### src/rtl/mem_read_ctrl_if.sv
// mem_read_ctrl_if
// Bundles the control-unit request side, the memory bus and the downstream
// data-register load port of mem_read_ctrl into one interface.
//
// Signals:
//   req, we, addr[15:0], wdata[15:0]  request from the control unit
//   mem_addr[15:0], mem_wdata[15:0]   registered address/data to memory
//   mem_rd, mem_wr                    memory strobes
//   mem_ack, mem_rdata[15:0]          memory completion and read data
//   dr_en, dr_in[15:0]                downstream data register load
//   busy, done, err                   transaction status
//
// Modports:
//   slave  - the controller itself
//   master - the surrounding environment (control unit plus memory)
interface mem_read_ctrl_if;
  logic        req;
  logic        we;
  logic [15:0] addr;
  logic [15:0] wdata;
  logic [15:0] mem_addr;
  logic [15:0] mem_wdata;
  logic        mem_rd;
  logic        mem_wr;
  logic        mem_ack;
  logic [15:0] mem_rdata;
  logic        dr_en;
  logic [15:0] dr_in;
  logic        busy;
  logic        done;
  logic        err;

  modport slave (
    input  req, we, addr, wdata, mem_ack, mem_rdata,
    output mem_addr, mem_wdata, mem_rd, mem_wr, dr_en, dr_in, busy, done, err
  );

  modport master (
    output req, we, addr, wdata, mem_ack, mem_rdata,
    input  mem_addr, mem_wdata, mem_rd, mem_wr, dr_en, dr_in, busy, done, err
  );
endinterface

### src/rtl/mem_read_ctrl.sv
// mem_read_ctrl
// Single-transaction memory access controller. A one-cycle req in IDLE
// latches address and write data, raises mem_rd or mem_wr until mem_ack,
// then spends one FIN cycle pulsing done (and dr_en for reads) before
// returning to IDLE. Requests arriving while busy are dropped.
//
// Ports:
//   clk    system clock, rising edge
//   rst_b  asynchronous reset, active-high despite the suffix
//   bus    mem_read_ctrl_if.slave (request, memory bus, data register, status)
//
// Parameter:
//   TIMEOUT_CYCLES  wait cycles before abort (1..255), used only with the
//                   timeout feature
//
// Build option:
//   MEM_TIMEOUT_EN  when defined, an 8-bit wait counter aborts a wait that
//                   sees no ack within TIMEOUT_CYCLES cycles and reports it
//                   through err. Undefined: waits are unbounded, err is 0.
module mem_read_ctrl #(
  parameter int TIMEOUT_CYCLES = 15
) (
  input logic           clk,
  input logic           rst_b,
  mem_read_ctrl_if.slave bus
);

  localparam logic [1:0] IDLE    = 2'd0;
  localparam logic [1:0] RD_WAIT = 2'd1;
  localparam logic [1:0] WR_WAIT = 2'd2;
  localparam logic [1:0] FIN     = 2'd3;

  if (TIMEOUT_CYCLES < 1 || TIMEOUT_CYCLES > 255) begin : g_bad_timeout
    $error("TIMEOUT_CYCLES must lie in 1..255");
  end

  logic [1:0]  state;
  logic [15:0] mem_addr_q;
  logic [15:0] mem_wdata_q;
  logic [15:0] dr_in_q;
  logic        mem_rd_q;
  logic        mem_wr_q;
  logic        dr_en_q;
  logic        busy_q;
  logic        done_q;

`ifdef MEM_TIMEOUT_EN
  logic [7:0] wait_cnt;
  logic       err_q;
  logic       timeout_hit;

  // The counter holds the number of already-elapsed ack-less wait cycles,
  // so the current cycle is the last allowed one when it equals limit-1.
  assign timeout_hit = (wait_cnt == 8'(TIMEOUT_CYCLES - 1));
`endif

  // State machine and all registered outputs. Strobes, done and dr_en are
  // set on the edge that enters the state they belong to, so every output
  // comes straight from a flop.
  always_ff @(posedge clk or posedge rst_b) begin
    if (rst_b) begin
      state       <= IDLE;
      mem_addr_q  <= '0;
      mem_wdata_q <= '0;
      dr_in_q     <= '0;
      mem_rd_q    <= 1'b0;
      mem_wr_q    <= 1'b0;
      dr_en_q     <= 1'b0;
      busy_q      <= 1'b0;
      done_q      <= 1'b0;
`ifdef MEM_TIMEOUT_EN
      wait_cnt    <= '0;
      err_q       <= 1'b0;
`endif
    end else begin
      case (state)
        IDLE: begin
          if (bus.req) begin
            mem_addr_q  <= bus.addr;
            mem_wdata_q <= bus.wdata;
            busy_q      <= 1'b1;
            if (bus.we) begin
              state    <= WR_WAIT;
              mem_wr_q <= 1'b1;
            end else begin
              state    <= RD_WAIT;
              mem_rd_q <= 1'b1;
            end
`ifdef MEM_TIMEOUT_EN
            wait_cnt <= '0;
            err_q    <= 1'b0;
`endif
          end
        end

        // Both wait states share completion logic; only a read loads the
        // downstream data register. Ack is tested first so it beats a
        // timeout landing in the same cycle.
        RD_WAIT, WR_WAIT: begin
          if (bus.mem_ack) begin
            state    <= FIN;
            mem_rd_q <= 1'b0;
            mem_wr_q <= 1'b0;
            done_q   <= 1'b1;
            if (state == RD_WAIT) begin
              dr_in_q <= bus.mem_rdata;
              dr_en_q <= 1'b1;
            end
          end
`ifdef MEM_TIMEOUT_EN
          else if (timeout_hit) begin
            state    <= FIN;
            mem_rd_q <= 1'b0;
            mem_wr_q <= 1'b0;
            done_q   <= 1'b1;
            err_q    <= 1'b1;
          end else begin
            wait_cnt <= wait_cnt + 8'd1;
          end
`endif
        end

        // FIN never looks at req or mem_ack; err is left standing until the
        // next accepted request.
        FIN: begin
          state   <= IDLE;
          done_q  <= 1'b0;
          dr_en_q <= 1'b0;
          busy_q  <= 1'b0;
        end

        default: state <= IDLE;
      endcase
    end
  end

  assign bus.mem_addr  = mem_addr_q;
  assign bus.mem_wdata = mem_wdata_q;
  assign bus.mem_rd    = mem_rd_q;
  assign bus.mem_wr    = mem_wr_q;
  assign bus.dr_en     = dr_en_q;
  assign bus.dr_in     = dr_in_q;
  assign bus.busy      = busy_q;
  assign bus.done      = done_q;
`ifdef MEM_TIMEOUT_EN
  assign bus.err       = err_q;
`else
  assign bus.err       = 1'b0;
`endif

endmodule
### src/flat_wrapper.sv
// flat-port wrapper written by rule: the top's interface ports become plain ports
module mem_read_ctrl_flat 
#(
  parameter int TIMEOUT_CYCLES = 15
)
  (clk, rst_b, bus_req, bus_we, bus_addr, bus_wdata, bus_mem_ack, bus_mem_rdata, bus_mem_addr, bus_mem_wdata, bus_mem_rd, bus_mem_wr, bus_dr_en, bus_dr_in, bus_busy, bus_done, bus_err);
  mem_read_ctrl_if bus_i ();
  input logic clk;
  input logic rst_b;
  input wire logic [$bits(bus_i.req)-1:0] bus_req;
  input wire logic [$bits(bus_i.we)-1:0] bus_we;
  input wire logic [$bits(bus_i.addr)-1:0] bus_addr;
  input wire logic [$bits(bus_i.wdata)-1:0] bus_wdata;
  input wire logic [$bits(bus_i.mem_ack)-1:0] bus_mem_ack;
  input wire logic [$bits(bus_i.mem_rdata)-1:0] bus_mem_rdata;
  output wire logic [$bits(bus_i.mem_addr)-1:0] bus_mem_addr;
  output wire logic [$bits(bus_i.mem_wdata)-1:0] bus_mem_wdata;
  output wire logic [$bits(bus_i.mem_rd)-1:0] bus_mem_rd;
  output wire logic [$bits(bus_i.mem_wr)-1:0] bus_mem_wr;
  output wire logic [$bits(bus_i.dr_en)-1:0] bus_dr_en;
  output wire logic [$bits(bus_i.dr_in)-1:0] bus_dr_in;
  output wire logic [$bits(bus_i.busy)-1:0] bus_busy;
  output wire logic [$bits(bus_i.done)-1:0] bus_done;
  output wire logic [$bits(bus_i.err)-1:0] bus_err;
  assign bus_i.req = bus_req;
  assign bus_i.we = bus_we;
  assign bus_i.addr = bus_addr;
  assign bus_i.wdata = bus_wdata;
  assign bus_i.mem_ack = bus_mem_ack;
  assign bus_i.mem_rdata = bus_mem_rdata;
  assign bus_mem_addr = bus_i.mem_addr;
  assign bus_mem_wdata = bus_i.mem_wdata;
  assign bus_mem_rd = bus_i.mem_rd;
  assign bus_mem_wr = bus_i.mem_wr;
  assign bus_dr_en = bus_i.dr_en;
  assign bus_dr_in = bus_i.dr_in;
  assign bus_busy = bus_i.busy;
  assign bus_done = bus_i.done;
  assign bus_err = bus_i.err;
  mem_read_ctrl #(.TIMEOUT_CYCLES(TIMEOUT_CYCLES)) u_core (.clk(clk), .rst_b(rst_b), .bus(bus_i));
endmodule
### config.mk
export PLATFORM = sky130hd
export DESIGN_NAME = mem_read_ctrl_flat
export DESIGN_NICKNAME = d
export VERILOG_FILES = /design/src/rtl/mem_read_ctrl_if.sv /design/src/rtl/mem_read_ctrl.sv /design/src/flat_wrapper.sv
export SDC_FILE = /design/constraint.sdc
export NUM_CORES = 1
export LEC_CHECK = 0
export ABC_AREA = 1
export BUFFER_PORTS_ARGS = -buffer_cell sky130_fd_sc_hd__buf_2
export CAP_MARGIN = 10
export CELL_PAD_IN_SITES_DETAIL_PLACEMENT = 2
export CELL_PAD_IN_SITES_GLOBAL_PLACEMENT = 2
export CORE_UTILIZATION = 25
export DETAILED_ROUTE_END_ITERATION = 6
export HOLD_SLACK_MARGIN = 0.12
export PLACE_DENSITY_LB_ADDON = 0.05
export SYNTH_ARGS = -nofsm -noshare
export SYNTH_HDL_FRONTEND = slang
export SYNTH_SLANG_ARGS = --single-unit
### constraint.sdc
create_clock -name clk -period 1.8 [get_ports clk]
set_input_delay 0.27 -clock clk [delete_from_list [all_inputs] [get_ports clk]]
set_output_delay 0.27 -clock clk [all_outputs]
set_load 0.005 [all_outputs]
==> results.toml, run 1 <==
[yosys]
synth-seq-cells = 55
syn_area_mm2 = 0.00225
synth.top_cell.area_share = 0.612
synth_fp_nets = 312
ys_types = 16
yosysMostFrequentCell = "nand2_1"
synth-edff-count = 0
ys_warn_count = 0
synth_area_leaders = "dfrtp_1 61%, nand2_1 24%, nand3_1 4.0%"
async_flop_share = 1.00
syn_inst = 255
yosys.area.top_type = "dfrtp_1"
synth_seq_area_share = 0.612
synthTopCellsByCount = "145 x nand2_1, 55 x dfrtp_1, 18 x nand3_1"
synth_flop_cell = "dfrtp_1"
syn_area_per_cell_um2 = 8.82

[sta]
hold_viol = 0
slew_violations = 0
period_minus_slack_ns = 1.53
skew_ns = 0.00543
tns_ns = 0
rsz0062_at_grt = "no"
period_share = 0.848
setup_violations = 0
fmax_mhz = 655

[route]
vias = 2053
viasPerCell = 4.35
drc_errors = 0
wl_um = 6390
routedWlPerCell_um = 13.5
dr.pass1.iters = 3
drt_iter0_drc = 36
postRouteAntennaNets = 0

[pwr]
p_int_mw = 3.13
power.density_mw_per_mm2 = 1670
pwr-share-comb = 0.411
power.share.clock = 0.172
switching_share = 0.379
irDropWorstVdd_mv = 0.494
p_switching_mw = 1.91
pwr-share-seq = 0.417
power_leakage_nw = 1.79

[grt]
grt_use_met3 = 0.0282
overflow = 0
use_met1 = 0.186
met2_usage = 0.240
globalRouteTotalUtil = 0.142
globalRoute.busiestLayer = "met2"
grt_max_degree = 34
grt_pass1_wl_um = 10800
antenna_found_initial = 0
grt_pass1_vias = 2144

[setup_path]
worstSetupStartpointType = "register"
required_ns = 2.00
path_cells = "inv_1 > ha_1 > nand2_1 > inv_4 > nand2_4 > nand2_1 > nand2_1"
critPathTopFamily = "simple AND/OR/NAND/NOR gates"
max_stage_delay_ns = 0.39
worst-path-buf-inv = 2
path_class = "reg2reg"
timing.critical_path.mode_cell = "nand2_1"
cp_max_fo = 18
slowest_stage = "dfrtp_1"
crit_path_end_kind = "register"
arrival_ns = 1.73

[status]
outcome = "complete, no violations"

[clock_tree]
cts_buffer_depth = 2
cts_buffers = 5
cts.clk_slew.worst_paths_ns = 0.10
post_cts_buffers = 0
cts_tree = "done"
cts-htree-levels = 2
cts_resized = 0
clk_latency_ns = 0.31
cts_root_buf = "clkbuf_8"
clkSinkCount = 55

[place]
placed_cell_area_mm2 = 0.00290
gp_congestion = 0.672
dp_hpwl_um = 4760
io_buffer_count = 105

[floorplanning]
ioPinCount = 107
core_area_mm2 = 0.00872
die_w_um = 96.9
dieArea_mm2 = 0.00938
start_util = 0.258
die_y_um = 96.9
num_rows = 34

[final_layout]
final_cell_area_mm2 = 0.00302
nets = 420
area_growth_pct = 34.4
antennaDiodeCount = 0
drive_gt1_frac = 0.341

[min_path]
min_path_type = "in2reg"

[run]
maxCapViolCount = 0
==> registers in the layout, summed over array words and instances, names as in the netlist <==
signal and flops:
u_core.bus.dr_in 16, u_core.bus.dr_en 1, u_core.bus.mem_wdata 16, u_core.bus.busy 1, u_core.bus.mem_rd 1, u_core.bus.done 1, u_core.state 2, u_core.bus.mem_addr 16
u_core.bus.mem_wr 1
==> cell type report <==
type	count	area, um^2
multi-input combinational	177	739
clock buffer	6	82.6
clock inverter	2	35.0
tap	108	135
sequential	55	1380
inverter	12	48.8
timing repair buffer	112	606
fill	1023	5700
==> per-layer routing <==
metal  part of all wire  vias to the layer above
met5                  0                        -
met4              0.011                        0
met3              0.045                        6
met2               0.49                       52
met1               0.46                     1010
li1                   -                      985
==> worst paths after layout <==
kind / startpoint / endpoint / slack, ns / cells after the start
max reg2reg: u_core.state[1] / u_core.bus.dr_in[1] / 0.27 / 7
min: bus_wdata[7] / u_core.bus.mem_wdata[7] / 0.15 / 3
max: u_core.state[1] / u_core.bus.dr_in[1] / 0.27 / 7
min in group asynchronous: rst_b / u_core.bus.mem_addr[1] / 0.52 / 3
max in group asynchronous: rst_b / u_core.state[0] / 0.74 / 4
min reg2reg: u_core.bus.dr_in[15] / u_core.bus.dr_in[15] / 0.47 / 2
==> worst reg2reg max path: cells and delay by family, from the launching register on <==
kind | cells | cell delay (ns)
simple gates | 4 | 0.42
flops | 1 | 0.39
fa+ha+maj | 1 | 0.33
buf+inv | 2 | 0.27
==> timing repair <==
| action | in CTS | in global routing |
|---|---|---|
| endpoints found under the hold margin | 19 | 0 |
| setup endpoints to repair | 0 | 0 |
| hold buffers | 1 | 0 |
==> kinds of logic after synthesis <==
group	count (synthesis)	synth area share
compound gates	6	0.0133
buf+inv	23	0.0595
simple gates	166	0.291
fa+ha+maj	4	0.0222
flops	55	0.612
other cells	1	0.00167
==> power groups by stage <==
stage	clock [mW]	sequential [mW]	combinational (mW)
floorplan	0	2.17	1.12
global placement	0	2.12	2.08
detailed placement	0	2.14	2.14
CTS	0.909	2.11	2.15
global route	0.947	2.18	2.41
finish	0.867	2.10	2.07
==> per-stage QoR <==
stage	setup slack (ns)	cells	hold WS (ns)	power (mW)	util
after floorplan	0.187	255	0.380	3.30	-
after global placement	0.308	463	0.326	4.19	0.332
after detailed placement	0.256	463	0.325	4.28	0.332
after CTS	0.235	472	0.136	5.18	0.347
after global routing	0.123	472	0.145	5.53	0.347
final	0.273	472	0.146	5.04	0.347
==> cell usage in the layout (no fill, tap or decap), types with 2 or more instances in the layout <==
master,n
buf_12,2
nand3_1,18
ha_1,4
buf_2,105
nand2_1,145
clkinv_2,2
o21ai_0,5
buf_4,4
dfrtp_1,55
inv_1,9
clkbuf_8,6
No activity file was read; power rests on OpenSTA's default activity.
==> run 2, diff against run 1 <==
- clock period: 1.8 -> 1.5 ns (I/O delays scaled with it)
==> run 2 against run 1 <==
Design area up 11%. Clock power up 35%. Count of clock-buffer cells in the layout unchanged. Global-route usage up 0.90 points. Combinational power up 26%. Fmax up 13%.
==> results.toml, run 2 (synthesis results as in run 1) <==
[route]
routedWlPerCell_um = 13.6
drc_errors = 0
viasPerCell = 4.30
dr.pass1.iters = 4
wl_um = 6840
drt_iter0_drc = 74
postRouteAntennaNets = 0
vias = 2157

[final_layout]
multi_input_area_um2 = 752
nets = 450
drive_gt1_frac = 0.322
final_cell_area_mm2 = 0.00335
final_common_cell = "nand2_1"
utilization = 0.384
antennaDiodeCount = 0
layout_common_cells = "145 x nand2_1, 105 x buf_2, 55 x dfrtp_1, 31 x dlygate4sd3_1, 18 x nand3_1"
area_growth_pct = 48.7
regArea_mm2 = 0.00138
num-fill-cells = 1013

[floorplanning]
die_y_um = 96.9
start_util = 0.258
die_w_um = 96.9
core_area_mm2 = 0.00872
ioPinCount = 107
dieArea_mm2 = 0.00938
num_rows = 34

[place]
post-place-ws_ns = -0.0255
gp_congestion = 0.692
io_buffer_count = 105
placed_cell_area_mm2 = 0.00289
dp_hpwl_um = 4640

[sta]
period_share = 0.898
skew_ns = 0.00379
rsz0062_at_grt = "no"
setup_slack_ns = 0.153
hold_viol = 0
setup_violations = 0
slew_violations = 0
fmax_mhz = 742
tns_ns = 0
period_minus_slack_ns = 1.35

[pwr]
power.density_mw_per_mm2 = 1890
pwr-share-seq = 0.401
irDropWorstVdd_mv = 0.602
p_switching_mw = 2.34
pwr-share-comb = 0.414
p_int_mw = 3.97
power.share.clock = 0.185
switching_share = 0.371
finalPower_mw = 6.31
power_leakage_nw = 1.92

[setup_path]
rr_worst_depth = 7
reg2reg_to = "u_core.bus.dr_in[1]"
path_class = "reg2reg"
required_ns = 1.75
r2r_start = "u_core.state[1]"
cp_max_fo = 13
crit_path_end_kind = "register"
arrival_ns = 1.60
worstSetupStartpointType = "register"
reg2reg_slack_ns = 0.15

[status]
outcome = "complete, no violations"

[grt]
grt_max_degree = 56
overflow = 0
globalRouteTotalUtil = 0.151
grt_pass1_vias = 2318
antenna_found_initial = 0
grt_pass1_wl_um = 11400

[clock_tree]
clk_latency_ns = 0.31
cts_tree = "done"
post_cts_buffers = 0
cts-htree-levels = 2
cts_buffers = 5
clkSinkCount = 55
cts_buffer_depth = 2
cts.clk_slew.worst_paths_ns = 0.10
cts_root_buf = "clkbuf_8"

[min_path]
min_path_type = "in2reg"
hold_path_depth = 3
hold_end = "u_core.bus.mem_addr[1]"
min_from = "bus_addr[1]"

[run]
maxCapViolCount = 0
[run 2: stage by stage]
step                hold WS (ns)  cells
finish                     0.133    502
global route               0.141    502
CTS                        0.120    502
detailed placement         0.337    463
global placement           0.338    463
floorplan                  0.299    255
[run 2: worst max path at each step]
stage / startpoint / end / slack (ns) / depth (start not counted)
after floorplan: u_core.state[0] / u_core.bus.dr_in[0] / 0.18 / 8
after global placement: u_core.state[0] / u_core.bus.mem_rd / 0.03 / 8
after detailed placement: u_core.state[0] / u_core.bus.mem_wdata[1] / -0.03 / 7
after CTS: u_core.state[0] / u_core.bus.dr_in[1] / 0.03 / 7
after global routing: u_core.state[0] / u_core.bus.dr_in[1] / 0.03 / 7
final: u_core.state[1] / u_core.bus.dr_in[1] / 0.15 / 7
[run 2: layout make-up]
class                           instances  share of cell area
Sequential cell                        55               0.411
Inverter                               12              0.0157
Tap cell                              108              0.0404
Clock inverter                          2              0.0180
Clock buffer                            6              0.0217
Timing Repair Buffer                  142               0.268
Multi-Input combinational cell        177               0.225
[run 2: power by group through the flow]
stage          clock [mW]  combinational, mW  sequential, mW
2_1_floorplan           0               1.35            2.61
6_report             1.17               2.61            2.53
3_3_place_gp            0               2.49            2.54
3_5_place_dp            0               2.56            2.57
5_1_grt              1.27               3.01            2.63
4_1_cts              1.21               2.64            2.54
[run 2: what timing repair did]
item / CTS / global route
setup endpoints to repair: 34 / 52
gates resized for setup: 2 / 3
hold buffers: 31 / 0
gates cloned: 0 / 0
pin swaps: 0 / 0
endpoints found under the hold margin: 85 / 0
[run 2: layer usage]
layer | share of wire | routed length (um) | track usage
met4 | 0.011 | 74 | 0.0413
met5 | 0 | 0 | 0
met1 | 0.44 | 3010 | 0.194
met2 | 0.51 | 3490 | 0.259
met3 | 0.039 | 269 | 0.0296
[run 2: critical path: stages (launching register included)]
cell and delay, ns:
dfrtp_1 0.40, inv_2 0.08, ha_4 0.28, nand2_1 0.08
inv_4 0.10, buf_4 0.20, nand3_1 0.09, nand2_1 0.07
==> run 3, diff against run 2 <==
- CORE_UTILIZATION: 25 -> 26
- CTS_BUF_LIST: unset -> sky130_fd_sc_hd__clkbuf_2 sky130_fd_sc_hd__clkbuf_4 sky130_fd_sc_hd__clkbuf_8
==> run 3 against run 2 <==
Combinational power increased by 2%. Critical path depth unchanged. Clock skew increased by 0.0045 ns. Sequential share of layout area increased by 0.23 points. Routed wire length increased by 0.64%. Core utilization increased by 1.7 points. Die area decreased by 3.8%. Clock power decreased by 12%. Design area decreased by 0.56%. Global-route usage increased by 0.61 points. Fmax increased by 1.3%. Power decreased by 1.5%. Largest power group unchanged.
==> results.toml, run 3 (synthesis results as in run 1) <==
[final_layout]
regArea_mm2 = 0.00138
final_common_cell = "nand2_1"
layout_common_cells = "145 x nand2_1, 105 x buf_2, 55 x dfrtp_1, 27 x dlygate4sd3_1, 18 x nand3_1"
drive_gt1_frac = 0.327
num-fill-cells = 950
area_growth_pct = 47.9
antennaDiodeCount = 0
utilization = 0.401
multi_input_area_um2 = 752
final_cell_area_mm2 = 0.00333
nets = 448

[clock_tree]
post_cts_buffers = 0
clkSinkCount = 55
cts_tree = "done"
cts.clk_slew.worst_paths_ns = 0.10
cts_buffer_depth = 2
clk_latency_ns = 0.31
cts_buffers = 5
cts-htree-levels = 2
cts_root_buf = "clkbuf_8"

[place]
dp_hpwl_um = 4940
io_buffer_count = 105
placed_cell_area_mm2 = 0.00292
gp_congestion = 0.761

[setup_path]
worstSetupStartpointType = "register"
rr_worst_depth = 7
arrival_ns = 1.58
path_class = "reg2reg"
cp_max_fo = 16
crit_path_end_kind = "register"
required_ns = 1.75

[route]
drc_errors = 0
routedWlPerCell_um = 13.9
postRouteAntennaNets = 0
wl_um = 6890
dr.pass1.iters = 3
drt_iter0_drc = 55
vias = 2173
viasPerCell = 4.37

[run]
maxCapViolCount = 0

[floorplanning]
dieArea_mm2 = 0.00903
num_rows = 33
die_y_um = 95.0
die_w_um = 95.0
ioPinCount = 107
start_util = 0.271
core_area_mm2 = 0.00830

[pwr]
power_leakage_nw = 1.91
switching_share = 0.376
pwr-share-comb = 0.429
finalPower_mw = 6.22
p_int_mw = 3.88
p_switching_mw = 2.34
pwr-share-seq = 0.406
power.share.clock = 0.165
power.density_mw_per_mm2 = 1870
irDropWorstVdd_mv = 0.625

[sta]
tns_ns = 0
setup_violations = 0
skew_ns = 0.00829
period_minus_slack_ns = 1.33
hold_viol = 0
period_share = 0.887
rsz0062_at_grt = "no"
slew_violations = 0
fmax_mhz = 752
fin_hold_ws_ns = 0.124

[grt]
grt_max_degree = 31
overflow = 0
globalRouteTotalUtil = 0.158
grt_pass1_wl_um = 10800
antenna_found_initial = 0
grt_pass1_vias = 2235

[min_path]
min_path_type = "in2reg"
hold_path_depth = 3

[status]
outcome = "complete, no violations"
## run 3: critical path, cell delays in order, from the launching register on
cell,delay (ns)
dfrtp_1,0.39
inv_1,0.10
ha_4,0.29
nand2_1,0.08
inv_4,0.08
buf_6,0.17
nand3_1,0.09
nand2_1,0.08
## run 3: cell type report
| cell class | count | share of cell area |
|---|---|---|
| timing repair buffer | 140 | 0.270 |
| clock buffer | 6 | 0.0248 |
| multi-input combinational | 177 | 0.226 |
| sequential | 55 | 0.414 |
| clock inverter | 2 | 0.0105 |
| tap | 105 | 0.0395 |
| inverter | 12 | 0.0158 |
## run 3: metal layers
| metal | share of wire | up-vias | track usage | wire [um] |
|---|---|---|---|---|
| met4 | 0.0097 | 0 | 0.0417 | 67 |
| met2 | 0.52 | 56 | 0.280 | 3580 |
| li1 | - | 1044 | - | - |
| met5 | 0 | - | 0 | 0 |
| met1 | 0.43 | 1065 | 0.196 | 2980 |
| met3 | 0.039 | 8 | 0.0279 | 267 |
## run 3: final timing paths
kind,startpoint,slack (ns),endpoint
worst max-delay path,u_core.state[1],0.17,u_core.bus.dr_in[14]
worst min-delay path,bus_wdata[7],0.12,u_core.bus.mem_wdata[7]
worst max register to register,u_core.state[1],0.17,u_core.bus.dr_in[14]
worst min register to register,u_core.bus.dr_in[8],0.48,u_core.bus.dr_in[8]
max in group asynchronous,rst_b,0.54,u_core.bus.mem_addr[13]
min in group asynchronous,rst_b,0.51,u_core.bus.mem_addr[10]
## run 3: timing repair
action                                  in CTS  in global routing
endpoints found under the setup margin       0                 50
hold buffers                                25                  2
hold endpoints to repair                    39                  2
resized for setup                            0                  3
## run 3: metrics by stage
stage               cells  worst slack (ns)
finish                497             0.170
floorplan             255             0.184
CTS                   495            0.0486
global placement      462             0.114
global route          497            0.0351
detailed placement    462            0.0803
## run 3: power by group through the flow
stage	clock, mW	sequential (mW)	combinational, mW
floorplan	0	2.61	1.35
global placement	0	2.54	2.53
detailed placement	0	2.56	2.62
CTS	1.06	2.54	2.69
global route	1.12	2.62	3.10
finish	1.03	2.52	2.67
